[config.mk]
export PLATFORM = sky130hd
export DESIGN_NAME = vw_frame_receiver
export DESIGN_NICKNAME = d
export VERILOG_FILES = /design/src/rtl/vw_frame_receiver.sv
export SDC_FILE = /design/constraint.sdc
export NUM_CORES = 1
export LEC_CHECK = 0
export CAP_MARGIN = 25
export CORE_UTILIZATION = 50
export CTS_BUF_LIST = sky130_fd_sc_hd__clkbuf_16
export DETAILED_ROUTE_END_ITERATION = 8
export PLACE_DENSITY = 0.8
export REMOVE_ABC_BUFFERS = 1
export SKIP_CTS_REPAIR_TIMING = 1
export SYNTH_ARGS = -nofsm -noshare
export SYNTH_HDL_FRONTEND = slang
export SYNTH_SLANG_ARGS = --single-unit
[constraint.sdc]
create_clock -name i_clk -period 2.4 [get_ports i_clk]
set_input_delay 0.6 -clock i_clk [delete_from_list [all_inputs] [get_ports i_clk]]
set_output_delay 0.6 -clock i_clk [all_outputs]
set_load 0.01 [all_outputs]
[src/rtl/vw_frame_receiver.sv]
// Virtual-wire host->FPGA frame receiver: synchronises toggle-handshaked words from the JTAG
// virtual_wire source, assembles them into one wide frame and offers it on a valid/ready stream.
module vw_frame_receiver #(
  parameter int WORD_WIDTH      = 32,
  parameter int WORDS_PER_FRAME = 8,
  parameter int CNT_WIDTH       = 8
) (
  input  logic                                  i_clk,
  input  logic                                  i_reset,
  input  logic [WORD_WIDTH+1:0]                 i_vw_source,
  output logic [CNT_WIDTH+2:0]                  o_vw_probe,
  output logic [WORD_WIDTH*WORDS_PER_FRAME-1:0] o_out_data,
  output logic                                  o_out_valid,
  input  logic                                  i_out_ready
);

  localparam int FRAME_WIDTH = WORD_WIDTH * WORDS_PER_FRAME;
  localparam int IDX_WIDTH   = $clog2(WORDS_PER_FRAME);
  localparam logic [IDX_WIDTH-1:0] LAST_IDX = IDX_WIDTH'(WORDS_PER_FRAME - 1);

  typedef enum logic [1:0] {PRIME, COLLECT, HOLD} state_t;

  state_t                 r_state;
  logic [WORD_WIDTH+1:0]  r_sync1;
  logic [WORD_WIDTH+1:0]  r_sync2;
  logic                   r_prev_req;
  logic [1:0]             r_prime_cnt;
  logic [IDX_WIDTH-1:0]   r_idx;
  logic                   r_ack_flip;
  logic                   r_ack;
  logic                   r_err;
  logic                   r_busy;
  logic [CNT_WIDTH-1:0]   r_frame_cnt;
  logic [FRAME_WIDTH-1:0] r_data;
  logic                   r_valid;

  logic                   w_req;
  logic                   w_last;
  logic                   w_edge;
  logic [WORD_WIDTH-1:0]  w_word;

  assign w_req  = r_sync2[WORD_WIDTH+1];
  assign w_last = r_sync2[WORD_WIDTH];
  assign w_word = r_sync2[WORD_WIDTH-1:0];
  assign w_edge = w_req ^ r_prev_req;

  // The ack flip is staged through r_ack_flip so it lands one edge after the word is taken.
  always_ff @(posedge i_clk) begin
    if (i_reset) begin
      r_sync1     <= '0;
      r_sync2     <= '0;
      r_prev_req  <= 1'b0;
      r_state     <= PRIME;
      r_prime_cnt <= '0;
      r_idx       <= '0;
      r_ack_flip  <= 1'b0;
      r_ack       <= 1'b0;
      r_err       <= 1'b0;
      r_busy      <= 1'b0;
      r_frame_cnt <= '0;
      r_data      <= '0;
      r_valid     <= 1'b0;
    end else begin
      r_sync1    <= i_vw_source;
      r_sync2    <= r_sync1;
      r_prev_req <= w_req;
      r_ack_flip <= 1'b0;
      if (r_ack_flip) begin
        r_ack <= ~r_ack;
      end
      case (r_state)
        PRIME: begin
          // Adopting the synchronised toggle as ack hides a toggle the host left set across reset.
          if (r_prime_cnt == 2'd2) begin
            r_ack   <= w_req;
            r_busy  <= 1'b0;
            r_state <= COLLECT;
          end else begin
            r_prime_cnt <= r_prime_cnt + 2'd1;
            r_busy      <= 1'b1;
          end
        end
        COLLECT: begin
          if (w_edge) begin
            for (int i = 0; i < WORDS_PER_FRAME; i++) begin
              if (r_idx == IDX_WIDTH'(i)) begin
                r_data[FRAME_WIDTH-1-i*WORD_WIDTH -: WORD_WIDTH] <= w_word;
              end
            end
            if (w_last && (r_idx == LAST_IDX)) begin
              r_valid <= 1'b1;
              r_busy  <= 1'b1;
              r_idx   <= '0;
              r_state <= HOLD;
            end else if (!w_last && (r_idx != LAST_IDX)) begin
              r_idx      <= r_idx + IDX_WIDTH'(1);
              r_ack_flip <= 1'b1;
            end else begin
              r_err      <= 1'b1;
              r_idx      <= '0;
              r_ack_flip <= 1'b1;
            end
          end
        end
        HOLD: begin
          if (r_valid && i_out_ready) begin
            r_valid     <= 1'b0;
            r_busy      <= 1'b0;
            r_frame_cnt <= r_frame_cnt + CNT_WIDTH'(1);
            r_ack_flip  <= 1'b1;
            r_state     <= COLLECT;
          end
        end
        default: r_state <= PRIME;
      endcase
    end
  end

  assign o_vw_probe  = {r_frame_cnt, r_busy, r_err, r_ack};
  assign o_out_data  = r_data;
  assign o_out_valid = r_valid;

endmodule
======== Word-level counts from Yosys, hierarchy flattened ========
Index checks and enable logic that the tools add are counted.
word-level totals
  register bits after elaboration ......... 345
  bits of input ports ..................... 37
  output and inout port bits .............. 268
  logic and storage cells ................. 86
operators by class
  add/sub/neg operators ................... 3
  eq/ne operators ......................... 15
  muxes and demuxes ....................... 20
  bitwise gates (word level) .............. 5
  reductions and logical operators ........ 23
operator list
  kind                 count
  $reduce_and 3->1     8
  $reduce_and 4->1     4
  $eq 3x3->1 const B   4
  $mux 1               10
  $add 8x1->8 const B  1
  $mux 2               4
  $ne 2x2->1 const B   4
  $eq 3x2->1 const B   2
  $mux 3               2
  $pmux 2 s3           1
  $reduce_and 2->1     3
  $eq 2x2->1 const B   2
  $not 1->1            4
  $pmux 1 s2           2
  $add 3x1->3 const B  1
  $eq 3x1->1 const B   1
  $logic_and 1x1->1    3
  $logic_not 3->1      1
  $ne 3x3->1 const B   1
  $pmux 1 s3           1
  $reduce_bool 3->1    1
  $add 2x1->2 const B  1
  $eq 2x1->1 const B   1
  $logic_not 2->1      1
  3 further kinds      3

======== Depth between registers and ports, before layout ========
Gate-level depths: netlist (run 1).
  depth after elaboration ................. 5
  depth in mapped cells ................... 8
  depth with buffers taken out ............ 7

======== Worst setup path after synthesis (run 1) ========
Ideal clock, no wire load.
  kind .................................... input-to-reg
  start point ............................. input port i_reset
  end point ............................... register r_state[0]
  setup time .............................. 121 ps
  data arrival time ....................... 1619 ps
  required time ........................... 2279 ps
  slack ................................... 660 ps
  stages .................................. 6
  path buffers ............................ 4
  cells stage by stage .................... buf_2 > buf_2 > buf_2 > clkbuf_1 > nor2_1 > mux2_2
RTL lines
  item                    line  RTL
  start: declaration      9     input logic i_reset,
  end signal: assignment  53    r_state <= PRIME;
  end signal: assignment  77    r_state <= COLLECT;
  end signal: assignment  94    r_state <= HOLD;
  end: declaration        23    state_t r_state;

======== Final worst setup path (run 1) ========
  start point ............................. register r_frame_cnt[3]
  end point ............................... output port o_vw_probe[6]
RTL lines
  item                      line  RTL
  start: declaration        33    logic [CNT_WIDTH-1:0] r_frame_cnt;
  start signal: assignment  109   r_frame_cnt <= r_frame_cnt + CNT_WIDTH'(1);
  end: declaration          11    output logic [CNT_WIDTH+2:0] o_vw_probe,
No word-level cell between the ends.

==> results of run 1 <==
==> logic make-up (layout without fill, tap and decap cells) <==
family | Yosys count | count (layout) | synth area share
AOI/OAI and AO/OA | 29 | 29 | 0.01403
and+or+nand+nor | 404 | 404 | 0.1959
muxes | 259 | 259 | 0.1992
adders and majority gates | 14 | 14 | 0.01345
buffers and inverters | 115 | 415 | 0.04142
DFF | 345 | 345 | 0.5305
xor gates and xnor gates | 6 | 6 | 0.005479
==> sequential cells by signal, indices dropped and copies added, names as in the netlist <==
register,count
r_frame_cnt,8
r_prime_cnt,2
r_sync2,34
o_out_valid,1
r_busy,1
r_sync1,34
r_state,2
r_ack_flip,1
r_idx,3
r_prev_req,1
r_err,1
o_out_data,256
r_ack,1
==> worst max-delay path by stage <==
stage	from	endpoint	slack, ns	cells past startpoint
global route	r_frame_cnt[3]	o_vw_probe[6]	0.21	1
floorplan	r_state[1]	o_out_data[224]	-0.09	5
CTS	r_frame_cnt[3]	o_vw_probe[6]	0.27	1
detailed placement	i_out_ready	r_frame_cnt[7]	0.25	4
global placement	i_out_ready	r_frame_cnt[7]	0.30	4
finish	r_frame_cnt[3]	o_vw_probe[6]	0.28	1
==> metrics by stage <==
| step | setup TNS (ns) | instance area, um^2 | utilization | power, W | instances |
|---|---|---|---|---|---|
| floorplan | -2.100 | 12520 | - | 0.006563 | 1067 |
| global placement | 0 | 16380 | 0.6469 | 0.006918 | 1738 |
| detailed placement | 0 | 16380 | 0.6469 | 0.006937 | 1738 |
| CTS | 0 | 17490 | 0.6907 | 0.01214 | 1802 |
| global route | 0 | 17490 | 0.6907 | 0.01247 | 1802 |
| finish | 0 | 17490 | 0.6907 | 0.01204 | 1802 |
==> power by group through the flow <==
stage               logic (W)  clock network [W]  registers, W
finish               0.000916            0.00522       0.00590
global route          0.00101            0.00556       0.00591
CTS                  0.000918            0.00532       0.00590
detailed placement   0.000911                  0       0.00603
global placement     0.000899                  0       0.00602
floorplan            0.000539                  0       0.00602
==> Yosys cell counts, types with 4 or more instances <==
cell	instances	share of area
nand4_1	5	0.0024
o21ai_0	6	0.0023
mux2i_1	258	0.20
buf_2	20	0.0077
buf_1	32	0.0092
ha_1	14	0.013
clkbuf_1	40	0.012
or3_1	4	0.0019
inv_1	10	0.0029
buf_4	4	0.0023
dfxtp_1	345	0.53
nor2b_1	73	0.035
a21oi_1	10	0.0038
nand2b_1	292	0.14
buf_6	9	0.0078
nor2_1	9	0.0026
==> cell type report <==
| cell class | instances | area share |
|---|---|---|
| clock buffers | 37 | 0.05293 |
| clock inverters | 27 | 0.01051 |
| inverters | 10 | 0.002146 |
| multi-input cells | 712 | 0.3202 |
| flip-flops and latches | 345 | 0.3948 |
| well taps | 330 | 0.02360 |
| repair buffers | 341 | 0.1958 |
==> per-layer routing <==
layer / vias up / GRT usage / part of all wire
met2: 262 / 0.3943 / 0.47
met3: 63 / 0.06348 / 0.074
met4: 0 / 0.08539 / 0.030
met1: 4310 / 0.2852 / 0.42
met5: - / 0 / 0
li1: 4364 / - / -
==> flow_metrics.tcl, run 1 <==
set metrics [dict create \
    reg2reg_setup_slack_ns 0.47 \
    fin_hold_ws_ns 0.4297 \
    track_usage 0.2343 \
    path_class "reg2out" \
    multiInputGateArea_um2 5602 \
    arrival_ns 1.52 \
    finalWeightedCongestion 0.8132 \
    fmax_mhz 472.0 \
    outcome "complete, no violations" \
    critPathBufInv 1 \
    fp.coreArea_um2 25330 \
    cpLargestDelayFamily "buffers and inverters" \
    grt_pass1_vias 9019 \
    cellInternalPower_w 0.009310 \
    die_area_um2 26690 \
    dpl_worst_slack_ns 0.2512 \
    worst_setup_path_start_kind "flop" \
    first_pass_grt_wire_length_um 49050 \
    port_buffers 304 \
    synthesis.area_per_instance_um2 11.11 \
    r2r-end "o_out_data[220]" \
    wirelength_um 31750 \
    cts_htree_levels 2 \
    post_drt_via_cell_ratio 4.994 \
    yosys_warnings 0 \
    power.density_cell_area_nw_per_um2 688.0 \
    final-seq-area_um2 6907 \
    synthesis.area_um2 13020 \
    slew_violations 0 \
    worst_ir_drop_vdd_uv 565.5 \
    mostFrequentLayoutCells "dfxtp_1 (345), clkdlybuf4s50_1 (303), nand2b_1 (292)" \
    rsz0062_at_grt "false" \
    grt_max_degree 66 \
    crit_path_max_fanout 7 \
    final_antenna_net_count 0 \
    cts_buffers 36 \
    worstHoldPathType "reg2reg" \
    sequentialPowerShare 0.490 \
    minimum_clock_period_after_layout_ns 2.119 \
    combinationalPowerShare 0.076 \
    endpoint_kind "output port" \
    ys_seq_area_frac 0.5305 \
    crit_path_top_delay_cell "clkdlybuf4s50_1" \
    min-delay-start "r_sync1[4]" \
    firstDrtPassIters 4 \
    synth_enable_flop_cells 0 \
    library_cells_used_by_synthesis 39 \
    leakagePower_nw 7.681 \
    reg2reg_from "r_state[1]" \
    timing.final.crit_share 0.8828 \
    relSlewSlack 0.6342 \
    switching_share 0.2264 \
    clock_tree_from_tritoncts "done" \
    worst_skew_pair.late_latency_ns 0.50 \
    max-cap-violations 0 \
    num_antenna_cells 0 \
    tightestPinTransition_ns 0.5487 \
    layout.nets 1497 \
    vias 8999 \
    placementRows 58 \
    power.share.clock 0.434 \
    setup_violations 0 \
    final.setup.worst_slack_ns 0.2812 \
    floorplan.io_pins 305 \
    die_h_um 163.4 \
    timing.hold.worst_endpoint "r_sync2[4]" \
    worstRegToRegCells 5 \
    postSynthRegisterBits 345 \
    num-fill-cells 1907 \
    die_width_um 163.4 \
    cts.root.buffer_cell "clkbuf_16" \
    first_iter_violations 445 \
    worst_path_largest_cell_delay_ns 0.58 \
    clock_path_buffers 3 \
    cts_clock_pin_slew_for_the_worst_setup_and_hold_paths_ns 0.06 \
    post_dp_hpwl_um 21220 \
    p_sw_w 0.002725 \
    grt_overflow 0 \
    detail_route.wl_per_cell_um 17.62 \
    hold_fails_final_rpt 0 \
    critPathRequiredTime_ns 1.80 \
    ys.flop_type "dfxtp_1" \
    cts.sink_count 345 \
    initial_core_util 0.5141 \
    final_common_cell "dfxtp_1" \
    worst_hold_path.num_cells 1 \
    ys_async_sr_fraction 0 \
    route.detailed.drc 0 \
    syn_to_final_growth_pct 34.35 \
    initial_antenna_violation_count 0 \
    path_cells "clkdlybuf4s50_1" \
    drive_above_1_share 0.06658 \
    postSynthCellCount 1172 \
    fin_worst_skew_ns 0.01538 \
]
Note: power is estimated with default switching activity, not from simulation.
==> run 2, diff against run 1 <==
Settings changed: CELL_PAD_IN_SITES_DETAIL_PLACEMENT set to 1, CELL_PAD_IN_SITES_GLOBAL_PLACEMENT set to 1, CORE_UTILIZATION 50 to 39, PLACE_DENSITY 0.8 to unset, PLACE_DENSITY_LB_ADDON set to 0.1, SETUP_SLACK_MARGIN set to 0.2.
==> run 2 against run 1 <==
Against the previous run:
- sequential share of layout area decreased by 0.48 points
- hold slack improved by 0.0041 ns
- cell count increased by 6.5%
- largest power group unchanged
- via count increased by 1.3%
==> flow_metrics.tcl, run 2 (same netlist as run 1, synthesis figures left out) <==
set metrics [dict create \
    placementRows 66 \
    die_width_um 184.7 \
    clock_tree_from_tritoncts "done" \
    floorplan.io_pins 305 \
    grt_pass1_vias 9269 \
    final_common_cell "dfxtp_1" \
    slew_violations 0 \
    layout.nets 1502 \
    firstDrtPassIters 4 \
    power.share.clock 0.447 \
    fin_hold_ws_ns 0.4337 \
    die_area_um2 34120 \
    wirelength_um 36260 \
    cts_clock_pin_slew_for_the_worst_setup_and_hold_paths_ns 0.06 \
    outcome "complete, no violations" \
    worst_skew_pair.late_latency_ns 0.51 \
    setup_violations 0 \
    finalWeightedCongestion 0.7338 \
    timing.final.crit_share 0.8825 \
    tightestPinTransition_ns 0.7415 \
    power.total_w 0.01239 \
    cts_htree_levels 2 \
    post_drt_via_cell_ratio 4.751 \
    route.detailed.drc 0 \
    worstHoldPathType "reg2reg" \
    worst_ir_drop_vdd_uv 428.3 \
    crit_path_top_delay_cell "clkdlybuf4s50_1" \
    first_iter_violations 279 \
    dp.cells 1853 \
    relSlewSlack 0.5057 \
    drive_above_1_share 0.06906 \
    cts.sink_count 345 \
    worst_path_largest_cell_delay_ns 0.59 \
    mostFrequentLayoutCells "dfxtp_1 (345), clkdlybuf4s50_1 (303), nand2b_1 (292)" \
    first_pass_grt_wire_length_um 54450 \
    hold_fails_final_rpt 0 \
    largest_register_ffs 256 \
    initial_core_util 0.3981 \
    power.density_cell_area_nw_per_um2 699.5 \
    detail_route.wl_per_cell_um 18.89 \
    totalNegativeSetupSlack_ns 0 \
    sequentialPowerShare 0.477 \
    p_sw_w 0.002811 \
    rsz0062_at_grt "false" \
    path_cells "clkdlybuf4s50_1" \
    critPathBufInv 1 \
    utilization 0.5415 \
    clock_path_buffers 3 \
    combinationalPowerShare 0.077 \
    grt_overflow 0 \
    fp.coreArea_um2 32700 \
    reg2reg_setup_slack_ns 0.42 \
    port_buffers 304 \
    die_h_um 184.7 \
    final_antenna_net_count 0 \
    minimum_clock_period_after_layout_ns 2.118 \
    arrival_ns 1.52 \
    track_usage 0.2086 \
    initial_antenna_violation_count 0 \
    grt_max_degree 53 \
    max-cap-violations 0 \
    stdcell_count 1919 \
    num_antenna_cells 0 \
    path_class "reg2out" \
    endpoint_kind "output port" \
    syn_to_final_growth_pct 36.00 \
    fmax_mhz 472.2 \
    cpLargestDelayFamily "buffers and inverters" \
    fin_worst_skew_ns 0.009396 \
    cts_buffers 38 \
    switching_share 0.2270 \
    cellInternalPower_w 0.009574 \
    critPathRequiredTime_ns 1.80 \
    leakagePower_nw 7.734 \
    vias 9118 \
    cts.root.buffer_cell "clkbuf_16" \
    crit_path_max_fanout 5 \
    worst_setup_path_start_kind "flop" \
    post_dp_hpwl_um 24160 \
]
==> run 2: cell types whose count changed in the layout (fill, tap and decap cells not counted), sizes merged <==
cell,change
buf,+3
clkbuf,+4
clkinv,+1
clkinvlp,-3
==> run 2: power groups by stage <==
stage	clock (W)	sequential (W)	combinational, W
detailed placement	0	0.00603	0.000949
CTS	0.00567	0.00590	0.000958
global placement	0	0.00602	0.000926
floorplan	0	0.00602	0.000539
finish	0.00554	0.00590	0.000948
global route	0.00594	0.00591	0.00104
==> run 2: worst register-to-register path: stages, from the launching register on <==
cell     delay (ns)
dfxtp_1        0.46
xor2_4         0.38
buf_4          0.28
nand4_4        0.10
buf_4          0.39
mux2i_1        0.22
==> run 2: worst paths after layout <==
kind                        from  cells past startpoint               to
hold reg to reg      r_sync1[14]                      1      r_sync2[14]
setup reg to reg     r_sync2[33]                      5  o_out_data[101]
hold / removal       r_sync1[14]                      1      r_sync2[14]
setup / recovery  r_frame_cnt[2]                      1    o_vw_probe[5]
==> run 2: area by class of cell <==
cell class / instances / area [um^2]
clock buffers: 41 / 1026
clock inverters: 25 / 160.2
fillers: 3463 / 14990
inverters: 10 / 37.54
multi-input cells: 712 / 5602
flip-flops and latches: 345 / 6907
well taps: 442 / 553.0
repair buffers: 344 / 3422
==> run 2: through the flow <==
step / setup WS [ns] / instance area (um^2)
after floorplan: -0.08748 / 12520
after global placement: 0.3408 / 16520
after detailed placement: 0.3132 / 16520
after CTS: 0.2758 / 17710
after global routing: 0.2328 / 17710
final: 0.2820 / 17710
==> run 2: layer usage <==
layer / global-route usage / part of all wire / vias up
li1: - / - / 4379
met1: 0.2567 / 0.44 / 4464
met4: 0.04463 / 0.014 / 0
met2: 0.3448 / 0.46 / 236
met3: 0.07943 / 0.086 / 39
met5: 0 / 0 / -
==> run 3, diff against run 2 <==
Settings changed: CORE_UTILIZATION 39 to 42.
Clock period 2.4 ns to 2.7 ns, I/O delays scaled along.
==> run 3 against run 2 <==
Against the previous run:
- sequential share of layout area is 0.19 points higher
- largest power group unchanged
- cell count is 2.7% lower
- die area is 7.1% lower
- via count is 0.54% lower
- routed wire length is 1.7% lower
- critical path type unchanged
==> flow_metrics.tcl, run 3 (same netlist as run 1, synthesis figures left out) <==
set metrics [dict create \
    outcome "complete, no violations" \
    worst_path_largest_cell_delay_ns 0.58 \
    worstHoldPathType "reg2reg" \
    critPathBufInv 1 \
    fin_hold_ws_ns 0.4356 \
    path_class "reg2out" \
    finalWeightedCongestion 0.7567 \
    fp.coreArea_um2 30510 \
    die_width_um 178.1 \
    floorplan.io_pins 305 \
    worst_skew_pair.late_latency_ns 0.52 \
    endpoint_kind "output port" \
    largest_register_ffs 256 \
    post_dp_hpwl_um 23390 \
    slew_violations 0 \
    worst_hold_path.num_cells 1 \
    detail_route.wl_per_cell_um 19.09 \
    firstDrtPassIters 4 \
    worst_setup_path_start_kind "flop" \
    fin_worst_skew_ns 0.01505 \
    critPathRequiredTime_ns 2.03 \
    port_buffers 304 \
    hold_fails_final_rpt 0 \
    cp.depth 1 \
    totalNegativeSetupSlack_ns 0 \
    cts.sink_count 345 \
    tightestPinTransition_ns 0.6463 \
    relSlewSlack 0.5691 \
    cts_clock_pin_slew_for_the_worst_setup_and_hold_paths_ns 0.06 \
    vias 9069 \
    arrival_ns 1.55 \
    layout.nets 1494 \
    rsz0062_at_grt "false" \
    grt_overflow 0 \
    crit_path_max_fanout 7 \
    clock_path_buffers 3 \
    first_iter_violations 285 \
    wirelength_um 35640 \
    cpLargestDelayFamily "buffers and inverters" \
    first_pass_grt_wire_length_um 54100 \
    grt_pass1_vias 9419 \
    placementRows 64 \
    die_area_um2 31710 \
    route.detailed.drc 0 \
    initial_antenna_violation_count 1 \
    setup_violations 0 \
    cts.root.buffer_cell "clkbuf_16" \
    timing.final.crit_share 0.8229 \
    initial_core_util 0.4268 \
    die_h_um 178.1 \
    stdcell_count 1867 \
    minimum_clock_period_after_layout_ns 2.222 \
    power.density_cell_area_nw_per_um2 626.8 \
    worstRegToRegCells 6 \
    cts_buffers 39 \
    fmax_mhz 450.1 \
    final_common_cell "dfxtp_1" \
    post_drt_via_cell_ratio 4.858 \
    worst_ir_drop_vdd_uv 456.8 \
    path_cells "clkdlybuf4s50_1" \
    cts_htree_levels 2 \
    crit_path_top_delay_cell "clkdlybuf4s50_1" \
    syn_to_final_growth_pct 35.34 \
    power.total_w 0.01104 \
    track_usage 0.2223 \
    clock_tree_from_tritoncts "done" \
    dp.cells 1798 \
    max-cap-violations 0 \
    final_antenna_net_count 0 \
    mostFrequentLayoutCells "dfxtp_1 (345), clkdlybuf4s50_1 (303), nand2b_1 (292)" \
    grt_max_degree 68 \
    leakagePower_nw 7.721 \
    drive_above_1_share 0.06327 \
]
[run 3: path summary, 6_finish.rpt]
check / from / end / slack (ns)
min reg2reg: r_sync1[8] / r_sync2[8] / 0.44
max reg2reg: r_state[1] / o_out_data[238] / 0.59
max: r_frame_cnt[3] / o_vw_probe[6] / 0.48
min: r_sync1[8] / r_sync2[8] / 0.44
[run 3: area by class of cell]
type	count	area (um^2)
Inverter	10	37.54
Timing Repair Buffer	335	3379
Tap cell	396	495.5
Sequential cell	345	6907
Fill cell	3193	12890
Multi-Input combinational cell	712	5602
Clock inverter	27	171.4
Antenna cell	1	2.502
Clock buffer	41	1026
[run 3: power breakdown]
group	internal (W)	leakage, nW	total [W]	switching (W)
combinational	0.000396	4.29	0.000817	0.000421
sequential	0.00519	2.79	0.00524	0.0000512
clock	0.00292	0.634	0.00498	0.00206
[run 3: metal layers]
metal / GRT usage / wire length [um] / up-vias
met5: 0 / 0 / -
met4: 0.05876 / 687 / 0
met3: 0.07097 / 2580 / 49
met2: 0.3842 / 17330 / 233
met1: 0.2636 / 15040 / 4431
li1: - / - / 4356
[run 3: stage by stage]
step / cell area [um^2] / util / setup slack, ns
after floorplan: 12520 / - / 0.2125
after global placement: 16420 / 0.5382 / 0.4106
after detailed placement: 16420 / 0.5382 / 0.3272
after CTS: 17620 / 0.5775 / 0.4647
after global routing: 17620 / 0.5776 / 0.4059
final: 17620 / 0.5776 / 0.4781
==> patch, RTL diff (config.mk and constraints of run 1) <==
Set the parameter `WORD_WIDTH` to 24 (it was 32).
--- a/src/rtl/vw_frame_receiver.sv
+++ b/src/rtl/vw_frame_receiver.sv
@@ -1,7 +1,7 @@
 // Virtual-wire host->FPGA frame receiver: synchronises toggle-handshaked words from the JTAG
 // virtual_wire source, assembles them into one wide frame and offers it on a valid/ready stream.
 module vw_frame_receiver #(
-  parameter int WORD_WIDTH      = 32,
+  parameter int WORD_WIDTH      = 24,
   parameter int WORDS_PER_FRAME = 8,
   parameter int CNT_WIDTH       = 8
 ) (
Interface: changed (resized i_vw_source and o_out_data); port bits go from 305 to 233. No check against the original RTL was run, so the function may have changed too.
==> patch against run 1 <==
Setup slack improved by 7.2 ps; global-route usage decreased by 0.88 points; critical path depth unchanged; total power decreased by 23%; sequential cell count decreased by 80; fmax increased by 0.34%; register-to-register slack improved by 20 ps; cell area decreased by 23%; area after synthesis decreased by 22%; routed wire length decreased by 26%; sequential share of layout area about the same; via count decreased by 23%; combinational power decreased by 13%; critical path type unchanged.
==> patch: results (changes against run 1) <==
metric	value	unit	change
Static Leakage	5.87	nW	-24%
sequential area share after synthesis	52.3	%	-0.71 points
Clock-cell share	6.01	%	-0.33 points
outcome	finished, final reports clean		
Final non-clock buffer share	19.3	%	-0.28 points
CP arrival	1510	ps	
clk pwr	0.00387	W	-26%
VDD IR-drop max	0.000554	V	-2.0%
post-synthesis adder-cell area fraction	1.73	%	+0.38 points
Synth Area in Compound Gates	1.80	%	+0.40 points
1st-iter DRT viols	290		-35%
GPL Wtd Cong	0.775		-4.7%
Total GRT Usage	22.5	%	-0.88 points
largest net degree at the start of global routing	47		-29%
area of the multi-input gates	0.00436	mm²	-22%
r2r setup slk	490	ps	+20 ps
final setup skew	24.1	ps	+8.73 ps
Reg area	0.00531	mm²	-23%
FFs w/ async S/R, synth	0	%	unchanged
worst skew pair latency	530	ps	+30 ps
Multi-input comb cells	558		-22%
CLK BUF	27		-27%
Fill cells	1552		-19%
Post-synth EDFFs	0		unchanged
crit path setup slack, layout	288	ps	+7.22 ps
Place WS	259	ps	+7.35 ps
hold path start	r_sync1[14]$_SDFF_PP0_		
CTS buffer count	27		-25%
DR vias	6911		-23%
HPWL after DPL	15700	µm	-26%
Worst-Margin Slew	643	ps	+93.9 ps
mux cell area share after synthesis	19.3	%	-0.65 points
Port Buffer Count	232		-24%
R2R depth	6		+1
vias in the first global route	6808		-25%
Yosys reg bits	265		-23%
share of post-route cells with drive strength above 1	6.24	%	-0.41 points
Post-Synth XOR/XNOR Area	0.593	%	+0.045 points
reg2reg end	o_out_data[163]$_SDFFE_PP0P_		
fin nets	1163		-22%
first-pass GRT wire length	36500	µm	-26%
inverters	10		unchanged
initial antenna violation count	0		unchanged
Sw Ratio	22.8	%	+0.12 points
H-tree levels	1		-1
worst hold endpoint	r_sync2[14]$_SDFF_PP0_		
most common library cells after synthesis	265 x dfxtp_1, 220 x nand2b_1, 194 x mux2i_1		
comb pwr	0.000797	W	-13%
Synth area leaders	dfxtp_1 52%, mux2i_1 19%, nand2b_1 14%		
count of non-CTS buffers in the layout	258		-24%
max reg flops	192		-25%
DR WL/cell	16.8	µm	-4.6%
==> patch: cell count changes in the layout (fill, tap and decap cells not counted), moves of 9 or more <==
cell / change
dfxtp_1: -80
clkdlybuf4s50_1: -72
nand2b_1: -72
mux2i_1: -64
nor2b_1: -16
clkbuf_16: -10
buf_4: -9
==> patch: stage by stage <==
step                      hold WS [ps]  cells  cell area, µm²  power [W]  utilization, %
after floorplan                    414    833            9710    0.00514               -
final                              421   1402           13400    0.00922            68.4
after CTS                          425   1402           13400    0.00930            68.4
after global placement             417   1356           12600    0.00543            64.3
after detailed placement           424   1356           12600    0.00545            64.3
after global routing               454   1402           13400    0.00959            68.4
==> patch: per-layer routing <==
layer  vias up  track usage [%]  share of wire (%)
met5         -                0                  0
met3        29             6.99                7.3
li1       3396                -                  -
met4         0             5.60                1.8
met2       166             39.0                 49
met1      3320             27.0                 42
